**src/rtl/fp_writeback_unit.sv**
```systemverilog
// FP register-file writeback: FPU result queue, LSU priority port, busy scoreboard
// and sticky fflags accumulation.
module fp_writeback_unit #(
  parameter int unsigned DEPTH = 4
) (
  input  logic        clk_i,
  input  logic        rst_ni,
  input  logic        fpu_valid_i,
  output logic        fpu_ready_o,
  input  logic [4:0]  fpu_rd_i,
  input  logic [31:0] fpu_result_i,
  input  logic [4:0]  fpu_fflags_i,
  input  logic        lsu_valid_i,
  input  logic [4:0]  lsu_rd_i,
  input  logic [31:0] lsu_data_i,
  input  logic        alloc_i,
  input  logic [4:0]  alloc_rd_i,
  input  logic [4:0]  rs1_i,
  input  logic [4:0]  rs2_i,
  input  logic [4:0]  rs3_i,
  input  logic [4:0]  rd_i,
  output logic        hazard_o,
  output logic        fregwrite_o,
  output logic [4:0]  frd_o,
  output logic [31:0] wb_data_o,
  output logic [4:0]  fflags_o,
  input  logic        fflags_clr_i
);

  localparam int unsigned PTR_W = $clog2(DEPTH);
  localparam int unsigned CNT_W = $clog2(DEPTH + 1);

  logic [4:0]       q_rd_q   [DEPTH];
  logic [31:0]      q_data_q [DEPTH];
  logic [4:0]       q_flg_q  [DEPTH];
  logic [PTR_W-1:0] wr_ptr_q, wr_ptr_d;
  logic [PTR_W-1:0] rd_ptr_q, rd_ptr_d;
  logic [CNT_W-1:0] count_q, count_d;

  logic        fregwrite_q, fregwrite_d;
  logic [4:0]  frd_q, frd_d;
  logic [31:0] wb_data_q, wb_data_d;
  logic [4:0]  fflags_q, fflags_d;
  logic [31:0] busy_q, busy_d;

  logic push, pop;

  assign fpu_ready_o = (count_q != CNT_W'(DEPTH));
  assign push        = fpu_valid_i & fpu_ready_o;
  // Loads always win the write port; the queue only drains on LSU-idle cycles.
  assign pop         = ~lsu_valid_i & (count_q != '0);

  // Queue storage needs no reset: validity is tracked by count_q alone.
  always_ff @(posedge clk_i) begin
    if (push) begin
      q_rd_q[wr_ptr_q]   <= fpu_rd_i;
      q_data_q[wr_ptr_q] <= fpu_result_i;
      q_flg_q[wr_ptr_q]  <= fpu_fflags_i;
    end
  end

  always_comb begin
    wr_ptr_d = wr_ptr_q;
    rd_ptr_d = rd_ptr_q;
    count_d  = count_q;
    if (push) wr_ptr_d = wr_ptr_q + PTR_W'(1);
    if (pop)  rd_ptr_d = rd_ptr_q + PTR_W'(1);
    case ({push, pop})
      2'b10:   count_d = count_q + CNT_W'(1);
      2'b01:   count_d = count_q - CNT_W'(1);
      default: count_d = count_q;
    endcase
  end

  always_comb begin
    fregwrite_d = 1'b0;
    frd_d       = frd_q;
    wb_data_d   = wb_data_q;
    fflags_d    = fflags_q;
    if (lsu_valid_i) begin
      fregwrite_d = 1'b1;
      frd_d       = lsu_rd_i;
      wb_data_d   = lsu_data_i;
    end else if (pop) begin
      fregwrite_d = 1'b1;
      frd_d       = q_rd_q[rd_ptr_q];
      wb_data_d   = q_data_q[rd_ptr_q];
    end
    if (pop) begin
      fflags_d = fflags_clr_i ? q_flg_q[rd_ptr_q] : (fflags_q | q_flg_q[rd_ptr_q]);
    end else if (fflags_clr_i) begin
      fflags_d = '0;
    end
  end

  // Clear first so a same-cycle allocation of the retiring register stays busy.
  always_comb begin
    busy_d = busy_q;
    if (fregwrite_q) busy_d[frd_q] = 1'b0;
    if (alloc_i)     busy_d[alloc_rd_i] = 1'b1;
  end

  always_ff @(posedge clk_i or negedge rst_ni) begin
    if (!rst_ni) begin
      wr_ptr_q    <= '0;
      rd_ptr_q    <= '0;
      count_q     <= '0;
      fregwrite_q <= 1'b0;
      frd_q       <= '0;
      wb_data_q   <= '0;
      fflags_q    <= '0;
      busy_q      <= '0;
    end else begin
      wr_ptr_q    <= wr_ptr_d;
      rd_ptr_q    <= rd_ptr_d;
      count_q     <= count_d;
      fregwrite_q <= fregwrite_d;
      frd_q       <= frd_d;
      wb_data_q   <= wb_data_d;
      fflags_q    <= fflags_d;
      busy_q      <= busy_d;
    end
  end

  assign fregwrite_o = fregwrite_q;
  assign frd_o       = frd_q;
  assign wb_data_o   = wb_data_q;
  assign fflags_o    = fflags_q;
  assign hazard_o    = busy_q[rs1_i] | busy_q[rs2_i] | busy_q[rs3_i] | busy_q[rd_i];

endmodule
```
**config.mk**
```make
export PLATFORM = sky130hd
export DESIGN_NAME = fp_writeback_unit
export DESIGN_NICKNAME = d
export VERILOG_FILES = /design/src/rtl/fp_writeback_unit.sv
export SDC_FILE = /design/constraint.sdc
export NUM_CORES = 1
export LEC_CHECK = 0
export CAP_MARGIN = 20
export CORE_MARGIN = 5
export CORE_UTILIZATION = 27
export DETAILED_ROUTE_END_ITERATION = 10
export GPL_ROUTABILITY_DRIVEN = 0
export SLEW_MARGIN = 0
export SYNTH_ARGS = -nofsm -noshare
export SYNTH_HDL_FRONTEND = slang
export SYNTH_SLANG_ARGS = --single-unit
```
**constraint.sdc**
```tcl
create_clock -name clk_i -period 3.3 [get_ports clk_i]
set_clock_uncertainty 0.15 [all_clocks]
set_input_delay 0.33 -clock clk_i [delete_from_list [all_inputs] [get_ports clk_i]]
set_output_delay 0.33 -clock clk_i [all_outputs]
set_load 0.05 [all_outputs]
```
==> results of run 1 <==
==> through the flow <==
| step | cell area [µm²] | util | worst slack [ns] | power (mW) |
|---|---|---|---|---|
| after detailed placement | 13000 | 0.329 | 0.271 | 9.65 |
| after floorplan | 10800 | - | 0.525 | 7.84 |
| after global routing | 14000 | 0.352 | 0.0187 | 13.3 |
| after CTS | 14000 | 0.352 | 0.0822 | 12.8 |
| after global placement | 13000 | 0.329 | 0.221 | 9.63 |
| final | 14000 | 0.352 | 0.147 | 12.6 |
==> where the power goes <==
group	internal [mW]	total (mW)	leakage, nW	switching [mW]
Sequential	4.32	5.20	2.50	0.875
Combinational	1.91	4.32	1.90	2.42
Clock	1.85	3.10	0.431	1.24
==> logic make-up (layout without fill, tap and decap cells) <==
kind of cell	after synthesis	count (layout)	synth area share
AND/OR/NAND/NOR	116	116	0.0580
XOR/XNOR	6	6	0.00488
adder cells (fa/ha/maj)	6	6	0.00767
multiplexers	121	121	0.193
flip-flops	250	250	0.659
AO/OA/AOI/OAI	121	121	0.0597
buffers and inverters	49	231	0.0179
==> layout make-up <==
type                       count  area [µm²]
clock inverter                14         166
clock buffer                  35         756
timing repair buffer         172        1740
fill                        3858       25700
inverter                      10        37.5
sequential                   250        7100
multi-input combinational    370        3490
tap                          525         657
==> registers in the layout, indices dropped and copies added (netlist names) <==
name and cells:
q_data_q 128, busy_q 32, wb_data_o 32, q_flg_q 20, q_rd_q 20, fflags_o 5, frd_o 5, count_q 3
rd_ptr_q 2, wr_ptr_q 2, fregwrite_o 1
==> repair_timing <==
item | 4_1_cts | 5_1_grt
hold buffers | 1 | 0
resized for setup | 0 | 2
hold endpoints to repair | 41 | 0
endpoints found under the setup margin | 0 | 1
==> placed cells by master (no fill, tap or decap), types with 3 or more instances in the layout <==
cell type	instances
and3_1	3
mux2i_1	48
nand3b_1	12
dfrtp_2	3
nand2_1	50
xnor2_1	4
o21ai_0	107
nand2b_1	3
ha_1	5
nand3_1	8
buf_12	6
dfrtp_1	78
clkinvlp_4	7
inv_1	10
bufinv_16	3
clkbuf_1	3
or3b_2	4
and3_2	4
clkbuf_16	27
nor3_1	3
mux4_2	69
nor2_1	7
clkdlybuf4s50_1	151
edfxtp_1	168
clkinv_2	3
clkbuf_8	5
mux2_2	4
buf_4	13
nand4_1	3
nor3b_1	4
nor4bb_1	3
==> worst max-delay path, stage by stage (launching register included) <==
cell	delay (ns)
dfrtp_1	0.48
mux4_2	0.49
nor4bb_1	0.14
a2111o_1	0.36
nor4_1	0.30
nand4_1	0.16
buf_4	0.22
==> cells in the mapped netlist, drive strengths merged (2+ instances only) <==
cell,instances
edfxtp,168
o21ai,107
dfrtp,82
mux4,69
nand2,50
mux2i,48
clkbuf,30
nand3b,12
inv,10
buf,9
nand3,8
and3,7
nor2,7
ha,5
mux2,4
nor3b,4
or3b,4
xnor2,4
nand2b,3
nand4,3
nor3,3
nor4,3
nor4bb,3
a21oi,2
a22oi,2
and3b,2
nand4b,2
o211ai,2
or3,2
xor2,2
==> per-layer routing <==
layer | GRT usage | vias up
li1 | - | 2971
met2 | 0.197 | 228
met1 | 0.163 | 3224
met5 | 0 | -
met4 | 0.0311 | 4
met3 | 0.0357 | 47
==> path summary, 6_finish.rpt <==
| path | start | endpoint | slack (ns) | cells past startpoint |
|---|---|---|---|---|
| min | lsu_valid_i | wb_data_o[6] | 0.14 | 5 |
| max in group asynchronous | rst_ni | wb_data_o[3] | 1.93 | 3 |
| min reg2reg | wb_data_o[11] | wb_data_o[11] | 0.33 | 2 |
| max | busy_q[8] | hazard_o | 0.15 | 6 |
| max reg2reg | count_q[0] | count_q[2] | 1.05 | 9 |
| min in group asynchronous | rst_ni | wb_data_o[26] | 0.20 | 2 |
==> summary.txt, run 1 <==
Run status
  • Status: finished clean

Clock network
  • Postcts setup bufs: 0
  • Clock Sinks: 250
  • CTS max path bufs: 3
  • H-tree Lvls: 1
  • Clk pin slew, worst setup/hold paths: 0.06 ns
  • Root Driver: clkbuf_16
  • CTS tree: done
  • Clock Latency Late Sink: 0.52 ns
  • Num CTS Buffers: 27

STA
  • Setup_tns: 0 ns
  • Max Freq: 0.317 GHz
  • Worst Max-Slew Pin Slew: 0.730 ns
  • Final slew viol count: 0
  • Rel. slew slack: 0.513
  • Minimum clock period after layout: 3.15 ns
  • Tcrit/Tclk final: 0.955
  • Setup violators final: 0
  • RSZ-0062 raised after global routing: false
  • Hold Slack: 0.137 ns
  • Final hold vios: 0

Setup path
  • CP max FO: 5
  • CP Capture Type: output pin
  • Critical path class: reg -> out
  • Worst EP arrival: 2.67 ns
  • CP required: between 2 and 3 ns
  • Critical path startpoint category: flip-flop

Logic synthesis
  • Synth warn: 0
  • Post-synth EDFFs: between 150 and 200
  • Synth top area share: 0.468
  • Top FF cell, synth: edfxtp_1
  • Syn Nets: 785
  • Post-Syn Area: 10800 µm²
  • FF+latch count, synth: 250
  • Synth cell types: between 40 and 50
  • Mapped Cells: 669
  • Fraction of registers with async set/reset: 0.328
  • Top post-synthesis cells by area: edfxtp_1 47%, dfrtp_1 19%, mux4_2 14%
  • Sequential area share after synthesis: 0.659
  • Avg Cell Area, Syn: about 16 µm²
  • Cell taking the most area after synthesis: edfxtp_1

Cells and area
  • Area grow syn2layout: 29.6%
  • Post-route insts no fill: 1376
  • Antenna cell count: 0
  • Share of cells above drive strength 1: 0.179
  • Final nets: 947

Routing
  • Post-route ant nets: 0
  • DRT Pass-1 Iters: 5
  • Vias per cell: 4.70
  • Met1 wire length: 11900 µm
  • Detailed Route Iter0 Violations: about 470
  • DRC Markers: 0
  • Wire length on met2: 12900 µm
  • Met3 WL: between 2000 and 2500 µm
  • Post-DR wirelength/cell: 20.0 µm
  • Top sig layer: met5
  • Final WL: ~28000 µm
  • Vias: 6474

Global route
  • Largest net degree at the start of global routing: 68
  • Vias in the first global route: 6807
  • Grt ovf: 0
  • GRT Total Usage: 0.122
  • Global-route wire length before repair: 41900 µm
  • Initial antenna violation count: 2

Power and ir drop
  • Cell Pwr Density: around 900 nW/µm²
  • Leak: 4.83 nW
  • VDD IR max: 575 µV

Placement
  • Placed insts: 1326
  • # port buffers: 154
  • Hpwl dp: 18400 µm

Job
  • MaxCap Viol Count: 0

Hold path
  • Worst min path class: in -> reg

Floorplanning
  • DIE AREA: 44000 µm²
  • Die Height: 210 µm
  • Core area: 39600 µm²
  • Top-Level Pins: between 150 and 200
  • Initial Util: 0.272
  • Die W: around 210 µm
  • # rows: 73
Note: power is estimated with default switching activity, not from simulation.
==> run 2, diff against run 1 <==
--- a/config.mk
+++ b/config.mk
@@ -6,8 +6,8 @@
 export NUM_CORES = 1
 export LEC_CHECK = 0
 export CAP_MARGIN = 20
-export CORE_MARGIN = 5
 export CORE_UTILIZATION = 27
+export CTS_CLUSTER_SIZE = 10
 export DETAILED_ROUTE_END_ITERATION = 10
 export GPL_ROUTABILITY_DRIVEN = 0
 export SLEW_MARGIN = 0
==> constraint.sdc (replaced) <==
create_clock -name clk_i -period 3.3 [get_ports clk_i]
set_clock_uncertainty 0.15 [all_clocks]
set_input_delay 0.825 -clock clk_i [delete_from_list [all_inputs] [get_ports clk_i]]
set_output_delay 0.825 -clock clk_i [all_outputs]
set_load 0.05 [all_outputs]
==> summary.txt, run 2 (synthesis results as in run 1) <==
Floorplanning
  • Top-Level Pins: 155
  • Die Height: just over 200 µm
  • Core area: 39000 µm²
  • Initial Util: 0.276
  • DIE AREA: 40700 µm²
  • Die W: 202 µm
  • # rows: 72

Clock network
  • Clk pin slew, worst setup/hold paths: 0.05 ns
  • CTS max path bufs: 3
  • Num CTS Buffers: 29
  • Root Driver: clkbuf_16
  • Clock Latency Late Sink: 0.55 ns
  • CTS tree: done
  • Clock Sinks: 250
  • Hold-fix buffers, CTS: 0
  • H-tree Lvls: 1

Setup path
  • Worst EP arrival: 2.63 ns
  • Critical path startpoint category: primary input
  • CP Capture Type: output pin
  • CP required: 2.32 ns
  • CP max FO: 4
  • Critical path class: in -> out

Global route
  • Global-route wire length before repair: a little over 40000 µm
  • Largest net degree at the start of global routing: 67
  • Grt ovf: 0
  • Vias in the first global route: 6935
  • Initial antenna violation count: 2
  • GRT Total Usage: 0.133

Cells and area
  • Largest Register: q_data_q
  • Share of cells above drive strength 1: 0.191
  • Area grow syn2layout: 30.9%
  • Filler Cell Count: between 3k and 4k
  • Final nets: 974
  • Most frequent cells in the layout: 168 x edfxtp_1, 138 x clkdlybuf4s50_1, 107 x o21ai_0
  • Commonest non-fill, non-tap cell in the layout: edfxtp_1
  • Antenna cell count: 0
  • Largest register FFs: between 100 and 150
  • Multi-input logic area: 3510 µm²
  • Seq. cell area: about 7000 µm²
  • Final non-filler cell area: 14100 µm²

STA
  • Rel. slew slack: 0.462
  • Hold Slack: ~0.19 ns
  • Setup_tns: -0.300 ns
  • Worst Max-Slew Pin Slew: roughly 0.81 ns
  • Final hold vios: 0
  • Tcrit/Tclk final: 1.09
  • Max Freq: 0.278 GHz
  • Final slew viol count: 0
  • Final setup margin: -0.300 ns
  • RSZ-0062 raised after global routing: true
  • Setup violators final: 1
  • Minimum clock period after layout: 3.60 ns

Routing
  • Detailed Route Iter0 Violations: 409
  • Vias: 6697
  • Post-DR wirelength/cell: 19.1 µm
  • DRT Pass-1 Iters: 6
  • Final WL: 26700 µm
  • Vias per cell: 4.80
  • Post-route ant nets: 0
  • DRC Markers: 0

Placement
  • # port buffers: approximately 150
  • Dpl cell area: 13200 µm²
  • DP Worst Slack: -0.688 ns
  • Hpwl dp: 18100 µm

Power and ir drop
  • Cell Pwr Density: about 880 nW/µm²
  • VDD IR max: 560 µV
  • Leak: ~5.0 nW

Run status
  • Status: finished, violations left
  • Failing checks: setup timing

Hold path
  • Worst min path class: in -> async

Job
  • MaxCap Viol Count: 0
-- run 2: repair_timing --
item / in CTS / in global routing
buffers inserted: 2 / 0
endpoints found under the setup margin: 1 / 1
pin swaps: 5 / 4
resized for setup: 27 / 2
-- run 2: path summary, 6_finish.rpt --
check / from / to / slack, ns / cells after the start
max: rs2_i[2] / hazard_o / -0.30 / 8
min: rst_ni / wb_data_o[26] / 0.19 / 1
max reg2reg: count_q[0] / count_q[2] / 1.05 / 9
min reg2reg: wb_data_o[14] / wb_data_o[14] / 0.33 / 2
max in group asynchronous: rst_ni / wb_data_o[12] / 2.14 / 2
min in group clk_i: wb_data_o[14] / wb_data_o[14] / 0.33 / 2
-- run 2: final cells by class --
type / count / area share
Sequential cell: 250 / 0.504
Inverter: 10 / 0.00266
Clock inverter: 2 / 0.00355
Multi-Input combinational cell: 370 / 0.249
Timing Repair Buffer: 197 / 0.138
Clock buffer: 49 / 0.0575
Tap cell: 518 / 0.0460
-- run 2: power by group --
group | switching [mW] | internal (mW) | leakage [nW]
combinational | 2.50 | 1.95 | 2.07
sequential | 0.744 | 4.33 | 2.50
clock | 1.19 | 1.74 | 0.411
total | 4.44 | 8.01 | 4.98
-- run 2: critical path: stages --
cell	delay, ns
dlygate4sd2_1	0.24
buf_6	0.13
mux4_2	0.27
nor4bb_1	0.14
a2111o_1	0.39
nor4_2	0.28
nand4_1	0.16
buf_6	0.19
-- run 2: routing by layer --
layer	global-route usage	vias up	wire length, µm
met5	0	-	31
met4	0.0354	4	491
met3	0.0303	42	1760
met2	0.219	228	12600
met1	0.177	3395	11800
li1	-	3028	-
-- run 2: per-stage QoR --
step,instances,power [mW],util
after CTS,1396,12.6,0.361
after global placement,1343,9.58,0.339
after detailed placement,1343,9.64,0.339
final,1396,12.5,0.362
after global routing,1396,13.1,0.362
after floorplan,669,7.84,-
==> run 3, diff against run 2 <==
--- a/config.mk
+++ b/config.mk
@@ -10,6 +10,7 @@
 export CTS_CLUSTER_SIZE = 10
 export DETAILED_ROUTE_END_ITERATION = 10
 export GPL_ROUTABILITY_DRIVEN = 0
+export MAX_ROUTING_LAYER = met4
 export SLEW_MARGIN = 0
 export SYNTH_ARGS = -nofsm -noshare
 export SYNTH_HDL_FRONTEND = slang
==> summary.txt, run 3 (synthesis results as in run 1) <==
Run status
  • Status: finished, violations left
  • Failing checks: setup timing

Floorplanning
  • Die W: 202 µm
  • Initial Util: 0.276
  • Die Height: 202 µm
  • Core area: 39000 µm²
  • # rows: 72
  • DIE AREA: 40700 µm²
  • Top-Level Pins: 155

Routing
  • DRT Pass-1 Iters: 5
  • Post-route ant nets: 0
  • Vias per cell: between 4 and 5
  • Vias: 6711
  • Detailed Route Iter0 Violations: ~460
  • Post-DR wirelength/cell: 19.1 µm
  • Final WL: about 27000 µm
  • DRC Markers: 0

Cells and area
  • Largest Register: q_data_q
  • Final nets: 974
  • Share of cells above drive strength 1: 0.191
  • Post-route insts no fill: 1398
  • Most frequent cells in the layout: 168 x edfxtp_1, 138 x clkdlybuf4s50_1, 107 x o21ai_0
  • Area grow syn2layout: 31.0%
  • Largest register FFs: 128
  • Commonest non-fill, non-tap cell in the layout: edfxtp_1

Setup path
  • CP Capture Type: output pin
  • Worst reg2reg path startpoint: count_q[0]
  • Critical path class: in -> out
  • CP required: between 2 and 2.5 ns
  • Critical path startpoint category: primary input
  • Worst EP arrival: about 2.6 ns
  • CP max FO: 4
  • Crit. Startpoint: rs2_i[2]

Global route
  • Grt ovf: 0
  • Vias in the first global route: 6937
  • Initial antenna violation count: 2
  • GRT Total Usage: 0.137
  • Global-route wire length before repair: 41400 µm
  • Largest net degree at the start of global routing: 67

Job
  • MaxCap Viol Count: 0

Power and ir drop
  • VDD IR max: between 500 and 600 µV
  • Leak: roughly 5 nW
  • Cell Pwr Density: roughly 880 nW/µm²

STA
  • Tcrit/Tclk final: 1.09
  • Minimum clock period after layout: 3.61 ns
  • Final setup margin: -0.306 ns
  • Final slew viol count: 0
  • Rel. slew slack: 0.462
  • Max Freq: approximately 0.28 GHz
  • Worst Max-Slew Pin Slew: 0.807 ns
  • Setup violators final: 1
  • Final hold vios: 0
  • RSZ-0062 raised after global routing: true
  • Hold Slack: between 0.15 and 0.2 ns

Clock network
  • Clock Latency Late Sink: 0.55 ns
  • Clock Sinks: 250
  • Num CTS Buffers: 29
  • Hold-fix buffers, CTS: 0
  • H-tree Lvls: 1
  • CTS max path bufs: 3
  • Clk pin slew, worst setup/hold paths: 0.05 ns
  • CTS tree: done
  • Root Driver: clkbuf_16

Placement
  • Placed insts: around 1.3k
  • DP Worst Slack: -0.688 ns
  • # port buffers: 154
  • Hpwl dp: 18100 µm

Hold path
  • Worst min path class: in -> async
-- run 3: changes by cell type in the layout (fill, tap and decap cells not counted), sizes merged --
| cell | delta |
|---|---|
| diode | +2 |
-- run 3: worst paths after layout --
check / end / slack (ns) / cells past startpoint
setup reg to reg: count_q[2] / 1.05 / 9
setup / recovery: hazard_o / -0.31 / 8
min in group clk_i: wb_data_o[14] / 0.33 / 2
max in group asynchronous: wb_data_o[12] / 2.15 / 2
hold reg to reg: wb_data_o[14] / 0.33 / 2
hold / removal: wb_data_o[26] / 0.19 / 1
-- run 3: layout make-up --
| type | count | area (µm²) |
|---|---|---|
| diodes | 2 | 5.00 |
| clock buffers | 49 | 811 |
| clock inverters | 2 | 50.0 |
| fillers | 3705 | 24900 |
| inverters | 10 | 37.5 |
| multi-input cells | 370 | 3510 |
| flip-flops and latches | 250 | 7100 |
| well taps | 518 | 648 |
| repair buffers | 197 | 1940 |
-- run 3: stage by stage --
step / area (µm²) / utilization / total power, mW / setup TNS, ns
after floorplan: 10800 / - / 7.84 / -0.283
after global placement: 13200 / 0.339 / 9.58 / -0.654
after detailed placement: 13200 / 0.339 / 9.64 / -0.688
after CTS: 14100 / 0.361 / 12.6 / -0.341
after global routing: 14100 / 0.362 / 13.1 / -0.369
final: 14100 / 0.362 / 12.5 / -0.306
-- run 3: repair_timing --
action                                  CTS  global route
endpoints found under the setup margin    1             1
buffers inserted                          2             0
gates resized for setup                  27             2
gates cloned                              0             0
pin swaps                                 5             4
-- run 3: power breakdown --
group | total, mW | leakage [nW] | internal, mW | switching, mW
clock | 2.93 | 0.411 | 1.74 | 1.20
sequential | 5.07 | 2.50 | 4.33 | 0.743
combinational | 4.46 | 2.07 | 1.95 | 2.51
-- run 3: metal layers --
metal / track usage / part of all wire / vias to the layer above
li1: - / - / 3035
met1: 0.177 / 0.44 / 3394
met2: 0.221 / 0.47 / 249
met3: 0.0280 / 0.066 / 33
met4: 0.0335 / 0.016 / 0
met5: - / 0 / -
-- run 3: critical path: stages --
cell and delay, ns:
dlygate4sd2_1 0.24, buf_6 0.13, mux4_2 0.27, nor4bb_1 0.14, a2111o_1 0.39, nor4_2 0.28, nand4_1 0.16, buf_6 0.19
